## config.mk

```make
export PLATFORM = sky130hd
export DESIGN_NAME = vga_sync_gen
export DESIGN_NICKNAME = d
export VERILOG_FILES = /design/src/rtl/vga_sync_gen_pkg.sv /design/src/rtl/vga_sync_gen_sync_axis_counter.sv /design/src/rtl/vga_sync_gen.sv
export SDC_FILE = /design/constraint.sdc
export NUM_CORES = 1
export LEC_CHECK = 0
export ABC_CLOCK_PERIOD_IN_PS = 4900
export BUFFER_PORTS_ARGS = -buffer_cell sky130_fd_sc_hd__buf_4
export CORE_AREA = 8 8 75 57
export DETAILED_ROUTE_END_ITERATION = 6
export DIE_AREA = 0 0 83 65
export GPL_TIMING_DRIVEN = 0
export PLACE_DENSITY_LB_ADDON = 0.2
export SLEW_MARGIN = 20
export SYNTH_ARGS = -nofsm -noshare
export SYNTH_HDL_FRONTEND = slang
export SYNTH_HIERARCHICAL = 1
export SYNTH_SLANG_ARGS = --single-unit
```

## constraint.sdc

```tcl
create_clock -name clock -period 4.9 [get_ports clock]
set_input_delay 0.49 -clock clock [delete_from_list [all_inputs] [get_ports clock]]
set_output_delay 0.49 -clock clock [all_outputs]
set_load 0.02 [all_outputs]
```

## src/rtl/vga_sync_gen_pkg.sv

```systemverilog
// Shared raster geometry for the sync generator, frame counter and overlay blocks.
// Defaults describe 640x480 VGA; the decode helper gives every consumer identical region boundaries.
package vga_sync_gen_pkg;

    localparam int unsigned DEF_CNT_W    = 11;

    localparam int unsigned DEF_H_ACTIVE = 640;
    localparam int unsigned DEF_H_FP     = 16;
    localparam int unsigned DEF_H_SYNC   = 96;
    localparam int unsigned DEF_H_BP     = 48;

    localparam int unsigned DEF_V_ACTIVE = 480;
    localparam int unsigned DEF_V_FP     = 10;
    localparam int unsigned DEF_V_SYNC   = 2;
    localparam int unsigned DEF_V_BP     = 33;

    typedef struct packed {
        logic in_sync;
        logic in_active;
    } axis_decode_t;

    function automatic int unsigned axis_total(
        input int unsigned active,
        input int unsigned fp,
        input int unsigned sync,
        input int unsigned bp
    );
        return active + fp + sync + bp;
    endfunction

    localparam int unsigned DEF_H_TOTAL = axis_total(DEF_H_ACTIVE, DEF_H_FP, DEF_H_SYNC, DEF_H_BP);
    localparam int unsigned DEF_V_TOTAL = axis_total(DEF_V_ACTIVE, DEF_V_FP, DEF_V_SYNC, DEF_V_BP);

    // Sync sits after the front porch; the back porch only pads the total.
    function automatic axis_decode_t axis_decode(
        input int unsigned count,
        input int unsigned active,
        input int unsigned fp,
        input int unsigned sync
    );
        axis_decode_t d;
        d.in_active = (count < active);
        d.in_sync   = (count >= (active + fp)) && (count < (active + fp + sync));
        return d;
    endfunction

endpackage

```

## src/rtl/vga_sync_gen_sync_axis_counter.sv

```systemverilog
// One raster axis: a wrapping position counter plus its registered sync decode.
// The decode is taken from the next-state count so the sync register lines up with the count register.
module sync_axis_counter
    import vga_sync_gen_pkg::*;
#(
    parameter int unsigned ACTIVE      = DEF_H_ACTIVE,
    parameter int unsigned FP          = DEF_H_FP,
    parameter int unsigned SYNC        = DEF_H_SYNC,
    parameter int unsigned BP          = DEF_H_BP,
    parameter int unsigned CNT_W       = DEF_CNT_W,
    parameter bit          SYNC_ACTIVE = 1'b0
) (
    input  logic             clock,
    input  logic             reset_n,
    input  logic             advance_i,
    output logic [CNT_W-1:0] count_o,
    output logic             sync_o,
    output logic             at_last_o,
    output logic             active_next_o
);

    localparam int unsigned      TOTAL = axis_total(ACTIVE, FP, SYNC, BP);
    localparam logic [CNT_W-1:0] LAST  = CNT_W'(TOTAL - 32'd1);
    localparam logic [CNT_W-1:0] ZERO  = {CNT_W{1'b0}};
    localparam logic [CNT_W-1:0] ONE   = {{(CNT_W-1){1'b0}}, 1'b1};

    logic [CNT_W-1:0] count_q;
    logic [CNT_W-1:0] count_d;
    logic             sync_q;
    logic             sync_d;
    axis_decode_t     dec_s;

    // Next count: hold, step, or wrap from TOTAL-1 back to zero.
    always_comb begin
        count_d = count_q;
        if (advance_i) begin
            if (count_q == LAST) begin
                count_d = ZERO;
            end else begin
                count_d = count_q + ONE;
            end
        end else begin
            count_d = count_q;
        end
    end

    // Region decode of the position this axis is about to show.
    always_comb begin
        dec_s  = axis_decode(32'(count_d), ACTIVE, FP, SYNC);
        sync_d = ~SYNC_ACTIVE;
        if (dec_s.in_sync) begin
            sync_d = SYNC_ACTIVE;
        end else begin
            sync_d = ~SYNC_ACTIVE;
        end
    end

    // Position and sync registers; reset parks on the last position so the first advance lands on zero.
    always_ff @(posedge clock or negedge reset_n) begin
        if (!reset_n) begin
            count_q <= LAST;
            sync_q  <= ~SYNC_ACTIVE;
        end else begin
            count_q <= count_d;
            sync_q  <= sync_d;
        end
    end

    assign count_o       = count_q;
    assign sync_o        = sync_q;
    assign at_last_o     = (count_q == LAST);
    assign active_next_o = dec_s.in_active;

endmodule

```

## src/rtl/vga_sync_gen.sv

```systemverilog
// Raster timing source: coordinates, syncs, blank and line/frame start strobes, all registered together.
// The vertical axis advances only on the enabled edge that wraps the horizontal axis.
module vga_sync_gen
    import vga_sync_gen_pkg::*;
#(
    parameter int unsigned H_ACTIVE    = DEF_H_ACTIVE,
    parameter int unsigned H_FP        = DEF_H_FP,
    parameter int unsigned H_SYNC      = DEF_H_SYNC,
    parameter int unsigned H_BP        = DEF_H_BP,
    parameter int unsigned V_ACTIVE    = DEF_V_ACTIVE,
    parameter int unsigned V_FP        = DEF_V_FP,
    parameter int unsigned V_SYNC      = DEF_V_SYNC,
    parameter int unsigned V_BP        = DEF_V_BP,
    parameter bit          SYNC_ACTIVE = 1'b0,
    parameter int unsigned CNT_W       = DEF_CNT_W
) (
    input  logic             clock,
    input  logic             reset_n,
    input  logic             ce,
    output logic [CNT_W-1:0] hcount,
    output logic [CNT_W-1:0] vcount,
    output logic             hsync,
    output logic             vsync,
    output logic             blank,
    output logic             line_start,
    output logic             frame_start
);

    logic h_last_s;
    logic v_last_s;
    logic h_active_next_s;
    logic v_active_next_s;
    logic v_advance_s;

    logic blank_q;
    logic blank_d;
    logic line_start_q;
    logic line_start_d;
    logic frame_start_q;
    logic frame_start_d;

    assign v_advance_s = ce & h_last_s;

    sync_axis_counter #(
        .ACTIVE      (H_ACTIVE),
        .FP          (H_FP),
        .SYNC        (H_SYNC),
        .BP          (H_BP),
        .CNT_W       (CNT_W),
        .SYNC_ACTIVE (SYNC_ACTIVE)
    ) u_h_axis (
        .clock         (clock),
        .reset_n       (reset_n),
        .advance_i     (ce),
        .count_o       (hcount),
        .sync_o        (hsync),
        .at_last_o     (h_last_s),
        .active_next_o (h_active_next_s)
    );

    sync_axis_counter #(
        .ACTIVE      (V_ACTIVE),
        .FP          (V_FP),
        .SYNC        (V_SYNC),
        .BP          (V_BP),
        .CNT_W       (CNT_W),
        .SYNC_ACTIVE (SYNC_ACTIVE)
    ) u_v_axis (
        .clock         (clock),
        .reset_n       (reset_n),
        .advance_i     (v_advance_s),
        .count_o       (vcount),
        .sync_o        (vsync),
        .at_last_o     (v_last_s),
        .active_next_o (v_active_next_s)
    );

    // Blank and strobes for the position both axes are about to load.
    always_comb begin
        blank_d       = ~(h_active_next_s & v_active_next_s);
        line_start_d  = 1'b0;
        frame_start_d = 1'b0;
        if (v_advance_s) begin
            line_start_d  = 1'b1;
            frame_start_d = v_last_s;
        end else begin
            line_start_d  = 1'b0;
            frame_start_d = 1'b0;
        end
    end

    // Strobes reload every clock so they drop after one cycle even while ce stays low.
    always_ff @(posedge clock or negedge reset_n) begin
        if (!reset_n) begin
            blank_q       <= 1'b1;
            line_start_q  <= 1'b0;
            frame_start_q <= 1'b0;
        end else begin
            blank_q       <= blank_d;
            line_start_q  <= line_start_d;
            frame_start_q <= frame_start_d;
        end
    end

    assign blank       = blank_q;
    assign line_start  = line_start_q;
    assign frame_start = frame_start_q;

endmodule

```

==> metrics.txt <==
crit-path max FO=10; RSZ-0062 raised after global routing=no; CORE AREA=0.003084 sq mm; GRT Residual Overflow=0; Worst EP required=5080 ps; synth top area cells=dfrtp_1, dfstp_2, xnor2_1; critical path launch point type=register; PortBufs=29; met1 GRT Util=0.1969; Worst Setup Slack, final=1963 ps; DP Worst Slack=2005 ps; clk_lat worst skew=270 ps; HP Class=input pin to asynchronous set/reset pin; hold_buf cts=0; total track usage=0.1414; Initial Util=0.5335; area leader, netlist=dfrtp_1; worst setup path startpoint=u_h_axis/count_o[5]; Worst path slowest cell=or4_4; Distinct cells, synth=48; max_slew headroom=0.7195; Root Driver=clkbuf_8; CTS H-Tree Depth=1; Placed Cells incl. Taps=234; Die Span X=83 um; FP Rows=17; Post-synth top cells=nand2_1, dfrtp_1, dfstp_2; WS Path Type=register to register; IR drop worst, VDD=168.0 uV; Synth Warn #=6; DRC viols=0; Detailed Place HPWL=2.749 mm; busiest layer in global routing=met2; Synthesized Nets=173; Mapped Cells=167; PD cells=335.7 mW/mm^2; post-synth top area share=0.2129; Final Setup Violations=0; largest net degree at the start of global routing=28; Area Overhead vs Synth=18.94%; CP max stage delay=560 ps; Post-Route WL=3.644 mm; CTS sink count=27; most common cell in the netlist=nand2_1; clk slew on worst S/H paths=90 ps; IO Count=30; initial antenna violation count=0; met2 usage=0.2081; syn_area_per_cell=9.852 sq um; arrival time worst endpoint=3120 ps; worst-case clock buffer depth=2; chip height=65 um; die area=0.005395 sq mm; Slew Viols, Final=0; ys async rst share=1.000; Static Leak=0.8594 nW; Main synth FF type=dfrtp_1; Setup TNS=0 ps; Detailed Routing Iterations Pass 1=5; Fin Clk Skew=7.997 ps; Netlist Area Pre-Place=0.001645 sq mm; slew of the pin with the lowest slew margin=415.3 ps; non-filler cells, final=238; routed len/inst=15.31 um; setup repair bufs after CTS=0; antenna viol nets, final=0; status=completed; Inserted Clock Buffers=3; vias in the first global route=1311; CTS tree=yes; number of diodes=0; fin crit share=0.5993; share of cells above drive strength 1=0.3350; Final Hold Vio Count=0; final design utilization=0.6345; Seq/Total Area, Yosys=0.4205; Nets=207; routed vias/inst=5.739; Crit. End Element=register; crit path time final=2937 ps; number of flops mapped to enable cells by yosys=0; Resized cells post-CTS=0; met3 usage=0.04619; first-pass GRT wire length=6.458 mm; Seq cells post-synth=27; Final GP Congestion=0.8914; drt initial violations=117; FMAX=340.5 MHz; DR vias=1366; critical path cell sequence=buf_6 -> or4_4 -> nor4_4 -> and2_1 -> nand4_1 -> nor2_1 -> xnor2_1 -> and3_1 -> o2111ai_1; reg-to-reg startpoint=u_h_axis/count_o[5]; Max Cap Viol=0
==> cells by family after synthesis <==
| family | synth area share |
|---|---|
| muxes | 0.01293 |
| buffers and inverters | 0.08137 |
| xor gates and xnor gates | 0.08517 |
| DFF | 0.4205 |
| and+or+nand+nor | 0.2639 |
| AOI/OAI and AO/OA | 0.1133 |
| adders and majority gates | 0.02282 |
==> critical path, delay by kind of cell, from the launching register on <==
family                 cells  cell delay [ps]
buffers and inverters      1              140
flip-flops                 1              400
XOR/XNOR                   1              160
AND/OR/NAND/NOR            6             2000
AO/OA/AOI/OAI              1              150
==> cells in the final DEF (no fill, tap or decap), types with 2 or more instances in the layout <==
cell,synthesis,final
buf_4,0,29
nand2_1,16,16
dfrtp_1,14,14
dfstp_2,13,13
nand3_1,9,9
nor2_1,9,9
inv_1,8,8
xnor2_1,8,8
xor2_1,8,8
a21oi_1,7,7
o21ai_0,7,7
nand4_1,6,6
clkbuf_8,2,5
or3_1,5,5
a31oi_1,5,5
nand2b_1,4,4
and4_1,3,3
nor4_1,3,3
ha_1,3,3
and3_1,2,2
buf_6,2,2
and3_2,2,2
clkbuf_1,2,2
nor3_1,2,2
o2111ai_1,2,2
buf_2,2,2
==> area by class of cell <==
| type | count | area (sq um) |
|---|---|---|
| plain buffers | 9 | 100.1 |
| clock buffers | 3 | 41.29 |
| clock inverters | 1 | 5.005 |
| fillers | 260 | 1127 |
| inverters | 9 | 33.78 |
| multi-input cells | 122 | 819.5 |
| flip-flops and latches | 27 | 691.9 |
| well taps | 38 | 47.55 |
| repair buffers | 29 | 217.7 |
==> path summary, 6_finish.rpt <==
| path | slack, ps | end | cells past startpoint |
|---|---|---|---|
| min reg2reg | 530 | u_h_axis/count_o[1] | 2 |
| min in group clock | 510 | frame_start | 2 |
| max reg2reg | 1960 | u_v_axis/sync_o | 9 |
| min | 110 | u_v_axis/count_o[1] | 1 |
| max in group asynchronous | 4480 | u_h_axis/count_o[8] | 1 |
| max | 1960 | u_v_axis/sync_o | 9 |
==> where the power goes <==
part           switching, mW  internal [mW]  total (mW)
Sequential            0.0323          0.262       0.294
Combinational          0.119          0.120       0.239
Clock                 0.0668         0.0569       0.124
==> per-stage QoR <==
step	hold WS, ps	power, mW	cell area, sq um
floorplan	194.4	0.4643	1645
global placement	413.2	0.5331	1911
detailed placement	420.3	0.5370	1911
CTS	122.0	0.6627	1957
global route	131.6	0.6986	1957
finish	113.7	0.6570	1957
==> sequential cells by signal (all words and copies together), names as in the netlist <==
signal and flops:
line_start 1, u_v_axis/sync_o 1, u_h_axis/sync_o 1, blank 1, u_v_axis/count_o 11, frame_start 1
u_h_axis/count_o 11
==> per-layer routing <==
layer,routed length [um],vias to the layer above
met2,1562,42
met3,236,4
met4,33,0
li1,-,664
met5,0,-
met1,1812,656
Power figures use the tool's default switching activity.
